**src/rtl/csa5_frame_accum_ctrl.sv**
```systemverilog
// csa5_frame_accum_ctrl
// Packs a stream of unsigned 14-bit operands into groups of five. Each group goes through a
// 5:2 carry-save compressor, and one carry-propagate add folds it into a frame accumulator.
// At frame end the block presents the total and the operand count on an output handshake.
//
// Ports:
//   clk, rst                 rising-edge clock, synchronous active-high reset
//   in_valid/in_ready        operand handshake; in_data operand, in_last closes the frame
//   out_valid/out_ready      frame result handshake
//   out_sum [ACC_W]          frame sum
//   out_cnt [CNT_W]          operand count, modulo 2^CNT_W
//   out_ovf                  sticky accumulator overflow (saturating build only)
//
// Build option: define CSA_ACC_SAT_EN to make the accumulator saturate at 2^ACC_W-1 and
// report out_ovf. Without it the accumulator wraps and out_ovf is tied to 0.
module csa5_frame_accum_ctrl #(
  parameter int unsigned ACC_W = 20,
  parameter int unsigned CNT_W = 8
) (
  input  logic             clk,
  input  logic             rst,
  input  logic             in_valid,
  output logic             in_ready,
  input  logic [13:0]      in_data,
  input  logic             in_last,
  output logic             out_valid,
  input  logic             out_ready,
  output logic [ACC_W-1:0] out_sum,
  output logic [CNT_W-1:0] out_cnt,
  output logic             out_ovf
);

  typedef enum logic [1:0] {StCollect, StCompress, StResolve, StOutput} state_e;

  state_e           r_state;
  logic [13:0]      r_slot [5];
  logic [2:0]       r_idx;
  logic             r_last;
  logic [16:0]      r_cs1, r_cs2;
  logic [ACC_W-1:0] r_acc;
  logic [CNT_W-1:0] r_cnt;
  logic             r_out_valid;
  logic [ACC_W-1:0] r_out_sum;
  logic [CNT_W-1:0] r_out_cnt;
  logic             r_out_ovf;

  logic             w_accept;
  logic [16:0]      w_op [5];
  logic [16:0]      w_s1, w_c1, w_s2, w_c2, w_s3, w_c3;
  logic [16:0]      w_grp_sum;
  logic [ACC_W-1:0] w_acc_nxt;
  logic             w_ovf_nxt;

  assign in_ready  = (r_state == StCollect) && !rst;
  assign w_accept  = in_valid && in_ready;
  assign out_valid = r_out_valid;
  assign out_sum   = r_out_sum;
  assign out_cnt   = r_out_cnt;
  assign out_ovf   = r_out_ovf;

  always_comb begin
    for (int i = 0; i < 5; i++) begin
      w_op[i] = {3'b000, r_slot[i]};
    end
  end

  // Three chained 3:2 rows. No constant bias is injected, so cs1 + cs2 is the exact sum
  // modulo 2^17; the group sum (max 5*16383) always fits in 17 bits.
  assign w_s1 = w_op[0] ^ w_op[1] ^ w_op[2];
  assign w_c1 = ((w_op[0] & w_op[1]) | (w_op[0] & w_op[2]) | (w_op[1] & w_op[2])) << 1;
  assign w_s2 = w_s1 ^ w_c1 ^ w_op[3];
  assign w_c2 = ((w_s1 & w_c1) | (w_s1 & w_op[3]) | (w_c1 & w_op[3])) << 1;
  assign w_s3 = w_s2 ^ w_c2 ^ w_op[4];
  assign w_c3 = ((w_s2 & w_c2) | (w_s2 & w_op[4]) | (w_c2 & w_op[4])) << 1;

  // Truncating to 17 bits discards any carry-save wrap artefact.
  assign w_grp_sum = r_cs1 + r_cs2;

`ifdef CSA_ACC_SAT_EN
  logic             r_ovf;
  logic [ACC_W:0]   w_tot;
  assign w_tot     = {1'b0, r_acc} + (ACC_W+1)'(w_grp_sum);
  assign w_acc_nxt = w_tot[ACC_W] ? '1 : w_tot[ACC_W-1:0];
  assign w_ovf_nxt = r_ovf | w_tot[ACC_W];

  always_ff @(posedge clk) begin
    if (rst) begin
      r_ovf <= 1'b0;
    end else if (r_state == StResolve) begin
      r_ovf <= w_ovf_nxt;
    end else if (r_state == StOutput && out_ready) begin
      r_ovf <= 1'b0;
    end
  end
`else
  assign w_acc_nxt = r_acc + ACC_W'(w_grp_sum);
  assign w_ovf_nxt = 1'b0;
`endif

  always_ff @(posedge clk) begin
    if (rst) begin
      r_state     <= StCollect;
      for (int i = 0; i < 5; i++) r_slot[i] <= '0;
      r_idx       <= '0;
      r_last      <= 1'b0;
      r_cs1       <= '0;
      r_cs2       <= '0;
      r_acc       <= '0;
      r_cnt       <= '0;
      r_out_valid <= 1'b0;
      r_out_sum   <= '0;
      r_out_cnt   <= '0;
      r_out_ovf   <= 1'b0;
    end else begin
      unique case (r_state)
        StCollect: begin
          if (w_accept) begin
            r_slot[r_idx] <= in_data;
            r_idx         <= r_idx + 3'd1;
            r_cnt         <= r_cnt + 1'b1;
            // Unfilled slots are already zero: they are cleared after every group.
            if (r_idx == 3'd4 || in_last) begin
              r_last  <= in_last;
              r_state <= StCompress;
            end
          end
        end
        StCompress: begin
          r_cs1   <= w_s3;
          r_cs2   <= w_c3;
          r_state <= StResolve;
        end
        StResolve: begin
          r_acc <= w_acc_nxt;
          for (int i = 0; i < 5; i++) r_slot[i] <= '0;
          r_idx <= '0;
          if (r_last) begin
            r_out_valid <= 1'b1;
            r_out_sum   <= w_acc_nxt;
            r_out_cnt   <= r_cnt;
            r_out_ovf   <= w_ovf_nxt;
            r_state     <= StOutput;
          end else begin
            r_state <= StCollect;
          end
        end
        StOutput: begin
          if (out_ready) begin
            r_out_valid <= 1'b0;
            r_acc       <= '0;
            r_cnt       <= '0;
            r_state     <= StCollect;
          end
        end
        default: r_state <= StCollect;
      endcase
    end
  end

endmodule

```
**config.mk**
```make
export PLATFORM = sky130hd
export DESIGN_NAME = csa5_frame_accum_ctrl
export DESIGN_NICKNAME = d
export VERILOG_FILES = /design/src/rtl/csa5_frame_accum_ctrl.sv
export SDC_FILE = /design/constraint.sdc
export NUM_CORES = 1
export LEC_CHECK = 0
export CAP_MARGIN = 40
export CORE_MARGIN = 3
export CORE_UTILIZATION = 25
export DETAILED_ROUTE_END_ITERATION = 16
export GPL_TIMING_DRIVEN = 0
export SLEW_MARGIN = 25
export SYNTH_ARGS = -nofsm -noshare
export SYNTH_HDL_FRONTEND = slang
export SYNTH_SLANG_ARGS = --single-unit
```
**constraint.sdc**
```tcl
create_clock -name clk -period 8.4 [get_ports clk]
set_clock_uncertainty 0.2 [all_clocks]
set_input_delay 1.26 -clock clk [delete_from_list [all_inputs] [get_ports clk]]
set_output_delay 1.26 -clock clk [all_outputs]
set_load 0.01 [all_outputs]
```
* Yosys cells after proc, flatten, opt, wreduce, memory -nomap -nowiden
Memory sizes are Yosys's and may differ from the RTL's.
Index checks and enable logic that the tools add are counted.
** Word-level totals
- Register bits :: 96
- RAM bits :: 70
- Bits of input ports :: 19
- Output and inout bits :: 31
- Word-level logic and storage cells :: 97
- Memories kept :: 1
** Memory list
- r_slot :: depth 5, width 14, rd ports 5, clocked after memory_dff 0, write ports 5, line 36 : logic [13:0] r_slot [5];
** Operators by class
- Add/subtract/negate cells :: 4
- Equal/unequal tests :: 8
- Muxes and demuxes :: 32
- Bitwise operators :: 26
- Reductions and logical operators :: 16
** Operators by type and width (number)
- $mux W14 :: 6
- $and A14 B14 Y14 :: 4
- $pmux W20 S2 :: 1
- $and A15 B14 Y15 :: 2
- $or A14 B14 Y14 :: 2
- $xor A14 B14 Y14 :: 2
- $add A20 B17 Y20 :: 1
- $mux W20 :: 1
- $add A17 B17 Y17 :: 1
- $and A15 B16 Y16 :: 1
- $and A16 B14 Y16 :: 1
- $mux W8 :: 2
- $or A16 B15 Y16 :: 1
- $or A16 B16 Y16 :: 1
- $pmux W8 S2 :: 1
- $xor A15 B16 Y16 :: 1
- $xor A16 B14 Y16 :: 1
- $and A14 B15 Y15 :: 1
- $or A15 B14 Y15 :: 1
- $or A15 B15 Y15 :: 1
- $xor A14 B15 Y15 :: 1
- $xor A15 B14 Y15 :: 1
- $reduce_or A14 Y1 :: 1
- $mux W1 :: 12
- 20 further kinds :: 39

* Longest topological paths before layout
An unclocked memory read counts as a cell.
- Word-level depth :: 10
- Mapped depth :: 17
- Depth with buffers taken out :: 16

* Least setup slack after synthesis
No wires, ideal clock.
- Kind :: flip-flop to flip-flop
- Start point :: register r_cs1[1]
- End point :: register r_out_sum[16], in the netlist out_sum[16]
- Library setup time :: 0.122 ns
- Data arrival time :: 3.476 ns
- Required time :: 8.078 ns
- Slack :: 4.602 ns
- Cell stages (with the launch flop) :: 16
- Buffers on the path :: 0
- Period minus slack after synthesis :: 3.798 ns
- Path through :: dfxtp_1 ha_1 inv_1 fa_1 nor2b_1 o2111ai_1 and4_1 nor4b_1 nor4_1 a2111o_1 ha_1 a21oi_1 o211ai_1 o31a_1 nor4b_4 a311o_1
** On the way
- Longest elaborated chain between the ends :: 2
** Ends and longest elaborated chain
- start, declared :: line 39 : logic [16:0] r_cs1, r_cs2;
- start signal, assigned :: line 129 : r_cs1 <= w_s3;
- $add A17 B17 Y17 :: line 77 : assign w_grp_sum = r_cs1 + r_cs2;
- $add A20 B17 Y20 :: line 96 : assign w_acc_nxt = r_acc + ACC_W'(w_grp_sum);
- end signal, assigned :: line 139 : r_out_sum <= w_acc_nxt;
- end, declared :: line 43 : logic [ACC_W-1:0] r_out_sum;
Every way passes these cells.
A chain may end at the register's enable or synchronous reset.

* Worst setup path in the final report
- Start point :: register r_cs2[1]
- End point :: register r_acc[18]
** On the way
- Longest elaborated chain between the ends :: 3
** Ends and longest elaborated chain
- start, declared :: line 39
- start signal, assigned :: line 130 : r_cs2 <= w_c3;
- $add A17 B17 Y17 :: line 77
- $add A20 B17 Y20 :: line 96
- $pmux W20 S2 :: line 115 : unique case (r_state)
- end signal, assigned :: line 134 : r_acc <= w_acc_nxt;
- end, declared :: line 40 : logic [ACC_W-1:0] r_acc;
Every way passes these cells.

==> impl_metrics.env <==
export IMPL_worst_setup_path_type="reg -> reg"
export IMPL_drv_slew=0
export IMPL_dr_pass1_iters=5
export IMPL_post_cts_resized=0
export IMPL_hold_worst_slack_ns=0.255
export IMPL_htreeDepth=4
export IMPL_drive_gt1_share_pct=6.86
export IMPL_root_buffer="clkbuf_16"
export IMPL_grt_setup_unrepaired="false"
export IMPL_power_density_nw_per_um2=180
export IMPL_syn_area_um2=8760
export IMPL_drt_iter0_drc=401
export IMPL_cts_num_sinks=163
export IMPL_max_cap_violations=0
export IMPL_syn_nets=939
export IMPL_antenna_cells=0
export IMPL_synth_avg_cell_area_um2=10.4
export IMPL_relSlewSlack_pct=47.7
export IMPL_cp_max_fo=8
export IMPL_antenna_found_initial=0
export IMPL_cp_required_ns=8.50
export IMPL_min_to="out_sum[9]"
export IMPL_die_w_um=193
export IMPL_post_cts_buffers=0
export IMPL_dp_slack_ns=3.99
export IMPL_r2r_slack_ns=3.99
export IMPL_fillers=3570
export IMPL_route_detailed_drc=0
export IMPL_ys_flop_type="dfxtp_1"
export IMPL_reg2reg_from="r_cs2[1]"
export IMPL_grtUsageTotal_pct=11.2
export IMPL_die_height_um=193
export IMPL_finalInstanceArea_um2=10400
export IMPL_async_flop_share_pct=0
export IMPL_setup_viol=0
export IMPL_critPathCaptureType="flip-flop"
export IMPL_utilization_pct=30.6
export IMPL_io_pins=50
export IMPL_synth_edf_count=70
export IMPL_cts_path_max_buffers=2
export IMPL_die_area_um2=37300
export IMPL_synth_seq_cells=163
export IMPL_start_kind="flip-flop"
export IMPL_area_growth_pct=18.9
export IMPL_overflow=0
export IMPL_irDropWorstVdd_v=0.000149
export IMPL_wl_per_cell_um=15.3
export IMPL_hold_depth=2
export IMPL_grt_max_degree=17
export IMPL_power_leakage_nw=3.91
export IMPL_synthCells=839
export IMPL_cts_hold_buffers=0
export IMPL_period_share_pct=52.5
export IMPL_period_minus_slack_ns=4.41
export IMPL_fin_setup_tns_ns=0
export IMPL_clock_fmax_mhz=227
export IMPL_cts_tree="built"
export IMPL_r2r_end="r_acc[18]"
export IMPL_port_buffers=48
export IMPL_cts_buffers=17
export IMPL_ant_nets=0
export IMPL_grt_pass1_wl_um=34000
export IMPL_clk_latency_ns=0.44
export IMPL_worstMarginPinSlew_ns=0.785
export IMPL_routed_wl_um=20900
export IMPL_dpl_hpwl_um=15500
export IMPL_worst_endpoint_arrival_ns=4.51
export IMPL_grt_pass1_vias=6348
export IMPL_synth_yosys_seq_area_share_pct=45.2
export IMPL_yosysUniqueCellTypes=69
export IMPL_hold_path_class="reg -> reg"
export IMPL_clkTransAtPathRegs_ns=0.07
export IMPL_setup_slack_ns=3.99
export IMPL_nets=1006
export IMPL_status="complete, no violations"
export IMPL_r2r_cells=15
export IMPL_post_dp_cell_area_um2=9800
export IMPL_core_um2=34000
export IMPL_yosys_warnings=0
export IMPL_vias_per_cell=4.64
export IMPL_hold_viol_final=0
export IMPL_via_count=6344
export IMPL_initial_core_util_pct=25.7
export IMPL_hold_start="out_sum[9]"
export IMPL_gp_congestion=0.877
export IMPL_fp_row_count=67
==> where the power goes <==
group / leakage, nW / switching (mW) / total [mW] / internal, mW
Sequential: 1.48 / 0.0164 / 0.869 / 0.853
Clock: 0.305 / 0.354 / 0.807 / 0.453
Combinational: 2.13 / 0.119 / 0.202 / 0.0833
Total: 3.91 / 0.489 / 1.88 / 1.39
==> cell usage in the layout, fill, tap and decap left out, types with 6 or more instances in the layout <==
| cell | Yosys | routed |
|---|---|---|
| a211o_1 | 7 | 7 |
| a21o_1 | 15 | 15 |
| a21oi_1 | 71 | 71 |
| a22oi_1 | 8 | 8 |
| and2_1 | 76 | 76 |
| and3_1 | 6 | 6 |
| buf_1 | 7 | 7 |
| buf_2 | 7 | 7 |
| clkbuf_1 | 20 | 20 |
| clkbuf_16 | 0 | 19 |
| clkdlybuf4s50_1 | 0 | 48 |
| dfxtp_1 | 93 | 93 |
| edfxtp_1 | 70 | 70 |
| fa_1 | 42 | 42 |
| ha_1 | 39 | 39 |
| inv_1 | 19 | 19 |
| nand2_1 | 120 | 120 |
| nand3_1 | 21 | 21 |
| nand4_1 | 10 | 10 |
| nor2_1 | 37 | 37 |
| nor3_1 | 16 | 16 |
| o211ai_1 | 7 | 7 |
| o21ai_0 | 14 | 14 |
| or3_1 | 11 | 11 |
| xnor2_1 | 18 | 18 |
| xor2_1 | 11 | 11 |
==> flip-flops by register name (all words and copies together), names as in the netlist <==
name and flops:
r_slot 70, r_state 2, r_cnt 8, r_idx 3, r_last 1, out_sum 20
out_valid 1, r_cs2 15, r_cs1 15, r_acc 20, out_cnt 8
==> critical path, cell delays in order (launching register included) <==
cell       delay (ns)
dfxtp_1          0.35
ha_1             0.18
inv_1            0.06
fa_1             0.39
nor2b_1          0.16
o2111ai_1        0.16
and4_1           0.22
nor4b_1          0.45
nor4_1           0.11
a2111o_1         0.39
ha_1             0.39
o21ai_0          0.37
a21oi_1          0.07
o21ai_0          0.44
a21boi_0         0.22
o311ai_0         0.12
==> Yosys cell counts (4+ instances only) <==
master	instances	area share, %
a211o_1	7	0.70
a211oi_1	5	0.43
a21o_1	15	1.3
a21oi_1	71	4.1
a22oi_1	8	0.69
a31oi_1	5	0.36
a32o_1	5	0.57
and2_1	76	5.4
and3_1	6	0.43
buf_1	7	0.30
buf_2	7	0.40
clkbuf_1	20	0.86
dfxtp_1	93	21
edfxtp_1	70	24
fa_1	42	9.6
ha_1	39	5.6
inv_1	19	0.81
nand2_1	120	5.1
nand3_1	21	1.2
nand4_1	10	0.71
nor2_1	37	1.6
nor3_1	16	0.91
nor4_4	4	0.97
o211ai_1	7	0.60
o21a_1	5	0.43
o21ai_0	14	0.80
o21bai_1	4	0.34
or2_2	5	0.36
or3_1	11	0.79
xnor2_1	18	1.8
xor2_1	11	1.1
==> cells by family after synthesis <==
| logic type | share of synthesized area [%] |
|---|---|
| simple gates | 20.1 |
| compound gates | 13.6 |
| flops | 45.2 |
| fa+ha+maj | 15.2 |
| buf+inv | 2.94 |
| xor+xnor | 2.90 |
| other cells | 0.0428 |
==> layout make-up <==
| type | count | area [µm²] | area share, % |
|---|---|---|---|
| Clock inverter | 13 | 136 | 1.31 |
| Timing Repair Buffer | 48 | 480 | 4.61 |
| Sequential cell | 163 | 3960 | 38.1 |
| Multi-Input combinational cell | 617 | 4540 | 43.6 |
| Buffer | 39 | 183 | 1.75 |
| Clock buffer | 19 | 475 | 4.57 |
| Tap cell | 448 | 561 | 5.38 |
| Inverter | 20 | 75.1 | 0.721 |
==> how the worst max path moves through the flow <==
| stage | to | start | slack [ns] | depth (start not counted) |
|---|---|---|---|---|
| floorplan | out_sum[16] | r_cs1[1] | 4.60 | 15 |
| global placement | in_ready | rst | 3.96 | 4 |
| detailed placement | in_ready | rst | 3.99 | 4 |
| CTS | in_ready | rst | 3.99 | 4 |
| global route | r_acc[18] | r_cs2[1] | 3.71 | 15 |
| finish | r_acc[18] | r_cs2[1] | 3.99 | 15 |
==> metrics by stage <==
stage          total power, mW  cells
6_report                  1.88   1367
3_3_place_gp              1.09   1335
3_5_place_dp              1.09   1335
2_1_floorplan             1.01    839
4_1_cts                   1.89   1367
5_1_grt                   1.95   1367
==> routing by layer <==
layer | track usage, % | wire length, µm | vias up
met5 | 0 | 0 | -
met4 | 3.27 | 289 | 0
met3 | 1.88 | 797 | 25
met2 | 18.0 | 9480 | 149
met1 | 15.7 | 10300 | 3056
li1 | - | - | 3114
No activity file was read; power rests on OpenSTA's default activity.
